<file path="src/rtl/twiddle_addr_sequencer.sv">
// Issues twiddle ROM reads for every stage of one radix-4 FFT frame and carries a
// {valid, stage, last} tag alongside the ROM read latency so the butterfly sees aligned twiddles.
module twiddle_addr_sequencer #(
    parameter int ADDR_W          = 11,
    parameter int NUM_STAGES      = 5,
    parameter int WORDS_PER_STAGE = 256,
    parameter int ROM_LAT         = 1
) (
    input  logic              clk,
    input  logic              rst,
    input  logic              start_i,
    input  logic              abort_i,
    input  logic              stall_i,
    output logic              rom_valid_o,
    output logic [ADDR_W-1:0] rom_addr_o,
    output logic              tw_valid_o,
    output logic [2:0]        tw_stage_o,
    output logic              tw_last_o,
    output logic              busy_o,
    output logic              done_o
);

    localparam int SW = (NUM_STAGES > 1) ? $clog2(NUM_STAGES) : 1;
    localparam int WW = (WORDS_PER_STAGE > 1) ? $clog2(WORDS_PER_STAGE) : 1;
    localparam logic [SW-1:0] LAST_STAGE = SW'(NUM_STAGES - 1);
    localparam logic [WW-1:0] LAST_WORD  = WW'(WORDS_PER_STAGE - 1);
    localparam logic [1:0]    LAST_DRAIN = 2'(ROM_LAT - 1);

    typedef enum logic [1:0] {IDLE, RUN, DRAIN, DONE} state_t;

    state_t                      state_q, state_d;
    logic [SW-1:0]               stage_q, stage_d;
    logic [WW-1:0]               word_q, word_d;
    logic [1:0]                  drain_q, drain_d;
    logic [ROM_LAT-1:0]          tag_vld_q, tag_vld_d;
    logic [ROM_LAT-1:0][SW-1:0]  tag_stage_q, tag_stage_d;
    logic [ROM_LAT-1:0]          tag_last_q, tag_last_d;

    logic issue;
    logic is_last;

    // An issue is suppressed by abort and reset so no tag for an abandoned frame enters the pipeline.
    assign issue   = (state_q == RUN) && !stall_i && !abort_i && !rst;
    assign is_last = (stage_q == LAST_STAGE) && (word_q == LAST_WORD);

    always_comb begin
        state_d = state_q;
        stage_d = stage_q;
        word_d  = word_q;
        drain_d = drain_q;
        case (state_q)
            IDLE: begin
                if (start_i) begin
                    state_d = RUN;
                    stage_d = '0;
                    word_d  = '0;
                end
            end
            RUN: begin
                if (issue) begin
                    if (is_last) begin
                        state_d = DRAIN;
                        stage_d = '0;
                        word_d  = '0;
                        drain_d = '0;
                    end else if (word_q == LAST_WORD) begin
                        word_d  = '0;
                        stage_d = stage_q + SW'(1);
                    end else begin
                        word_d  = word_q + WW'(1);
                    end
                end
            end
            DRAIN: begin
                if (drain_q == LAST_DRAIN) begin
                    state_d = DONE;
                end else begin
                    drain_d = drain_q + 2'd1;
                end
            end
            DONE: state_d = IDLE;
            default: state_d = IDLE;
        endcase
        if (abort_i) begin
            state_d = IDLE;
            stage_d = '0;
            word_d  = '0;
            drain_d = '0;
        end
    end

    // Tag pipeline advances every cycle regardless of stall; a stall just shifts in a bubble.
    always_comb begin
        tag_vld_d      = '0;
        tag_stage_d    = '0;
        tag_last_d     = '0;
        tag_vld_d[0]   = issue;
        tag_stage_d[0] = stage_q;
        tag_last_d[0]  = issue && is_last;
        for (int i = 1; i < ROM_LAT; i++) begin
            tag_vld_d[i]   = tag_vld_q[i-1];
            tag_stage_d[i] = tag_stage_q[i-1];
            tag_last_d[i]  = tag_last_q[i-1];
        end
        if (abort_i) begin
            tag_vld_d   = '0;
            tag_stage_d = '0;
            tag_last_d  = '0;
        end
    end

    always_ff @(posedge clk) begin
        if (rst) begin
            state_q     <= IDLE;
            stage_q     <= '0;
            word_q      <= '0;
            drain_q     <= '0;
            tag_vld_q   <= '0;
            tag_stage_q <= '0;
            tag_last_q  <= '0;
        end else begin
            state_q     <= state_d;
            stage_q     <= stage_d;
            word_q      <= word_d;
            drain_q     <= drain_d;
            tag_vld_q   <= tag_vld_d;
            tag_stage_q <= tag_stage_d;
            tag_last_q  <= tag_last_d;
        end
    end

    // Counters hold during a stall, so the address naturally holds on the pending word.
    assign rom_valid_o = issue;
    assign rom_addr_o  = ADDR_W'(stage_q) * ADDR_W'(WORDS_PER_STAGE) + ADDR_W'(word_q);
    assign tw_valid_o  = tag_vld_q[ROM_LAT-1];
    assign tw_stage_o  = 3'(tag_stage_q[ROM_LAT-1]);
    assign tw_last_o   = tag_last_q[ROM_LAT-1];
    assign busy_o      = (state_q != IDLE);
    assign done_o      = (state_q == DONE);

endmodule
</file>
<file path="config.mk">
export PLATFORM = sky130hd
export DESIGN_NAME = twiddle_addr_sequencer
export DESIGN_NICKNAME = d
export VERILOG_FILES = /design/src/rtl/twiddle_addr_sequencer.sv
export SDC_FILE = /design/constraint.sdc
export NUM_CORES = 1
export LEC_CHECK = 0
export CELL_PAD_IN_SITES_DETAIL_PLACEMENT = 0
export CELL_PAD_IN_SITES_GLOBAL_PLACEMENT = 2
export CORE_MARGIN = 2
export CORE_UTILIZATION = 29
export DETAILED_ROUTE_END_ITERATION = 10
export PLACE_DENSITY_LB_ADDON = 0.1
export SYNTH_ARGS = -nofsm -noshare
export SYNTH_HDL_FRONTEND = slang
export SYNTH_SLANG_ARGS = --single-unit
export TNS_END_PERCENT = 5
</file>
<file path="constraint.sdc">
create_clock -name clk -period 2.3 [get_ports clk]
set_input_delay 0.345 -clock clk [delete_from_list [all_inputs] [get_ports clk]]
set_output_delay 0.345 -clock clk [all_outputs]
set_load 0.01 [all_outputs]
</file>
Yosys cells after proc, flatten, opt, wreduce, memory -nomap -nowiden --
Cells that the tools add are included.
Storage, ports and cells: register bits 20, input port bits 5, word-level logic and storage cells 59
Cells by class: add/sub/neg operators 4, equal/unequal tests 11, multiplexer cells 19, reductions and logical operators 18
Operator list (number):
- $mux 8 | 4
- $pmux 8 s2 | 1
- $mux 2 | 7
- $mux 3 | 4
- $reduce_and 4->1 | 3
- $add 11x8->11 | 1
- $ne 2x2->1 const B | 5
- $add 8x1->8 const B | 1
- $eq 8x8->1 const B | 1
- $pmux 2 s4 | 1
- $pmux 3 s2 | 1
- $reduce_bool 2->1 | 3
- $logic_and 1x1->1 | 5
- $eq 2x2->1 const B | 2
- $logic_not 2->1 | 2
- $pmux 2 s2 | 1
- $add 3x1->3 const B | 1
- $eq 3x3->1 const B | 1
- $logic_not 1->1 | 3
- $ne 3x2->1 const B | 1
- $reduce_and 3->1 | 1
- $add 2x1->2 const B | 1
- $eq 2x1->1 const B | 1
- $reduce_or 2->1 | 1

Longest topological paths before layout --
word-level depth 6, gate-level depth with buffers 7, mapped depth without buffers 6

Worst setup path after synthesis --
No wires, ideal clock.
kind register to register, from reg state_q[0], to reg stage_q[2], arrival time 1682 ps, data required time 2230 ps, path slack 548 ps, cell stages (with the launch flop) 7, buffers on the path 0, clock period less this slack 1752 ps, cells stage by stage dfxtp_1 inv_1 ha_1 mux2i_1 nand2b_2 or4_1 a21oi_1
On the way: cells in the longest elaborated chain, start to end 6, elaborated cells between the ends (all ways) 11
RTL lines:
- start: declaration | RTL line 31 | state_t state_q, state_d;
- start signal: assignment | RTL line 122 | state_q <= state_d;
- $eq 2x1->1 | RTL line 43, 51
- $logic_and 1x1->1 (3 in series) | RTL line 43 | assign issue = (state_q == RUN) && !stall_i && !abort_i && !rst;
- $ne 2x2->1 (no line)
- $reduce_and 4->1 (no line)
- end signal: assignment | RTL line 123 | stage_q <= stage_d;
- end: declaration | RTL line 32 | logic [SW-1:0] stage_q, stage_d;
Parallel ways exist; a longest one is shown, timed or not. A chain may end at the register's enable or synchronous reset.

Final worst setup path --
from in stall_i, to out rom_valid_o
On the way: cells in the longest elaborated chain, start to end 4
RTL lines:
- start: declaration | RTL line 13 | input logic stall_i,
- $logic_not 1->1 | RTL line 43
- $logic_and 1x1->1 (3 in series) | RTL line 43
- end: declaration | RTL line 14 | output logic rom_valid_o,
No other way between the ends.

==> flow_metrics.env <==
export IMPL_cts_htree_levels=1
export IMPL_crit_type="input pin to output port"
export IMPL_post_cts_buffers=0
export IMPL_yosysTopAreaCell="dfxtp_1"
export IMPL_yosysWarnings=0
export IMPL_hpwl_um=2125
export IMPL_antenna_left=0
export IMPL_hold_violations=0
export IMPL_grt_ovfl_total=0
export IMPL_antennaDiodeCount=0
export IMPL_grt_use_total_pct=14.69
export IMPL_die_width_um=65.06
export IMPL_yosysTopAreaCellShare_pct=37.04
export IMPL_drt_iter0_markers=19
export IMPL_place_congestion=0.7120
export IMPL_portBuffers=23
export IMPL_required_ns=1.96
export IMPL_grt_max_degree=16
export IMPL_dieArea_mm2=0.004232
export IMPL_ys_types=34
export IMPL_maxCapViolations=0
export IMPL_grt_setup_unrepaired="false"
export IMPL_syn_num_nets=139
export IMPL_grt_pass1_wl_um=4774
export IMPL_cts_num_sinks=20
export IMPL_syn_to_final_growth_pct=37.15
export IMPL_finalCriticalPeriod_ns=2.211
export IMPL_fp_dieH_um=65.06
export IMPL_fin_setup_tns_ns=0
export IMPL_place_ws_ns=0.08221
export IMPL_r2r_cells=6
export IMPL_hp_class="flip-flop to flip-flop"
export IMPL_synthArstFlopShare_pct=0
export IMPL_cp_end_kind="output port"
export IMPL_ys_seq_area_share_pct=37.04
export IMPL_synthCells=126
export IMPL_p_leak_nw=0.5084
export IMPL_layout_commonest_cell="clkdlybuf4s50_1"
export IMPL_placedInstanceArea_mm2=0.001428
export IMPL_seqCellArea_um2=400.4
export IMPL_crit_fanout=5
export IMPL_min_path_cells=2
export IMPL_wl_um=2728
export IMPL_io_pins=24
export IMPL_outcome="complete, no violations"
export IMPL_fmax_ghz=0.4522
export IMPL_holdWs_ns=0.4963
export IMPL_fp_coreArea_mm2=0.003633
export IMPL_cts_resized=0
export IMPL_syn_area_mm2=0.001081
export IMPL_remaining_drc_errors=0
export IMPL_finClkSkew_ns=0.001447
export IMPL_avgRoutedWirePerCell_um=13.18
export IMPL_layout_common_cells="clkdlybuf4s50_1, dfxtp_1, nor2_1, inv_1, nor3_1"
export IMPL_r2r_setup_slack_ns=0.45
export IMPL_cts_tree="done"
export IMPL_nets=173
export IMPL_worstReg2RegStart="state_q[1]$_SDFFE_PP0P_"
export IMPL_avgViaCountPerCell=4.903
export IMPL_drtPass1Iterations=4
export IMPL_row_count=22
export IMPL_ir_drop_mv=0.2246
export IMPL_synth_area_leaders="dfxtp_1, ha_1, xnor2_1"
export IMPL_clk_latency_ns=0.26
export IMPL_avgSynthCellArea_um2=8.580
export IMPL_p_per_area_mw_per_mm2=495.4
export IMPL_cts_buffer_depth=2
export IMPL_drv_slew=0
export IMPL_tightestPinTransition_ns=0.3606
export IMPL_synth_edf_count=0
export IMPL_drive_gt1_share_pct=12.58
export IMPL_num_fill_cells=402
export IMPL_dr_total_vias=1015
export IMPL_relSlewSlack_pct=75.74
export IMPL_multi_input_area_um2=631.9
export IMPL_worstHoldStart="word_q[1]$_SDFFE_PP0P_"
export IMPL_grt_pass1_vias=1021
export IMPL_ctsHoldBuffers=0
export IMPL_setup_viol=0
export IMPL_hold_end="word_q[1]$_SDFFE_PP0P_"
export IMPL_setup_slack_ns=0.08860
export IMPL_final_area_mm2=0.001483
export IMPL_synthFlopType="dfxtp_1"
export IMPL_antenna_found_initial=0
export IMPL_cp_arrival_ns=1.87
export IMPL_startpoint_type="input pin"
export IMPL_cts_buffers=3
export IMPL_cts_root_buf="clkbuf_8"
export IMPL_start_util_pct=29.75
export IMPL_fin_crit_sh_pct=96.15
export IMPL_clk_pin_slew_ns=0.07
export IMPL_reg2reg_to="stage_q[2]$_SDFFE_PP0P_"
export IMPL_postSynthRegisterBits=20
==> stage by stage <==
step                power [mW]  cells  utilization [%]
floorplan               0.4195    126                -
global placement        0.4710    203            39.29
detailed placement      0.4709    203            39.29
CTS                     0.7458    207            40.81
global route            0.7710    207            40.81
finish                  0.7345    207            40.81
==> routing by layer <==
layer  part of all wire, %  GRT usage, %
met2                    49         24.61
met4                   1.6         5.990
met5                     0             0
met1                    47         18.90
met3                   2.3         2.083
==> kinds of logic (layout without fill, tap and decap cells) <==
kind of cell	count (synthesis)	after routing	synth area share, %
simple gates	55	55	27.43
xor+xnor	6	6	4.861
buf+inv	13	46	4.514
compound gates	21	21	14.12
mux	3	3	2.778
flops	20	20	37.04
fa+ha+maj	8	8	9.260
==> worst max-delay path, stage by stage <==
cell	delay (ns)
clkdlybuf4s50_1	0.44
or3_4	0.44
nor2_1	0.10
clkdlybuf4s50_1	0.54
==> cell type report <==
cell class | count | share of cell area (%)
well taps | 48 | 4.051
multi-input cells | 93 | 42.62
clock buffers | 4 | 3.713
flip-flops and latches | 20 | 27.00
repair buffers | 32 | 20.08
inverters | 10 | 2.532
==> where the power goes <==
group	switching (mW)	internal (mW)
clock network	0.121	0.153
registers	0.00327	0.349
logic	0.0576	0.0512
total	0.182	0.553
==> synthesized netlist by cell type, types with 2 or more instances <==
master    number
nand2_1        6
or4_1          2
nand3_1        5
clkbuf_1       3
nor2_1        13
nand2b_2       2
o31a_1         2
xnor2_1        6
nor4_1         5
and2_1         2
o21ai_0        3
ha_1           8
mux2i_1        3
nand4_1        2
nor3_1        10
inv_1         10
o31ai_1        3
dfxtp_1       20
a21oi_1        5
a31oi_1        2
==> worst max path at each step <==
stage	endpoint	slack, ns	start	cells past startpoint
final	rom_valid_o	0.09	stall_i	4
after global routing	rom_valid_o	0.03	stall_i	4
after CTS	rom_valid_o	0.08	stall_i	4
after detailed placement	rom_valid_o	0.08	stall_i	4
after global placement	rom_valid_o	0.09	stall_i	4
after floorplan	stage_q[2]$_SDFFE_PP0P_	0.55	state_q[0]$_SDFFE_PP0P_	6
==> flip-flops by register name, summed over array words and instances, names as in the netlist <==
register and cells:
state_q 2, stage_q 3, tw_last_o 1, word_q 8
drain_q 2, tw_valid_o 1, tw_stage_o 3
No activity file was read; power rests on OpenSTA's default activity.
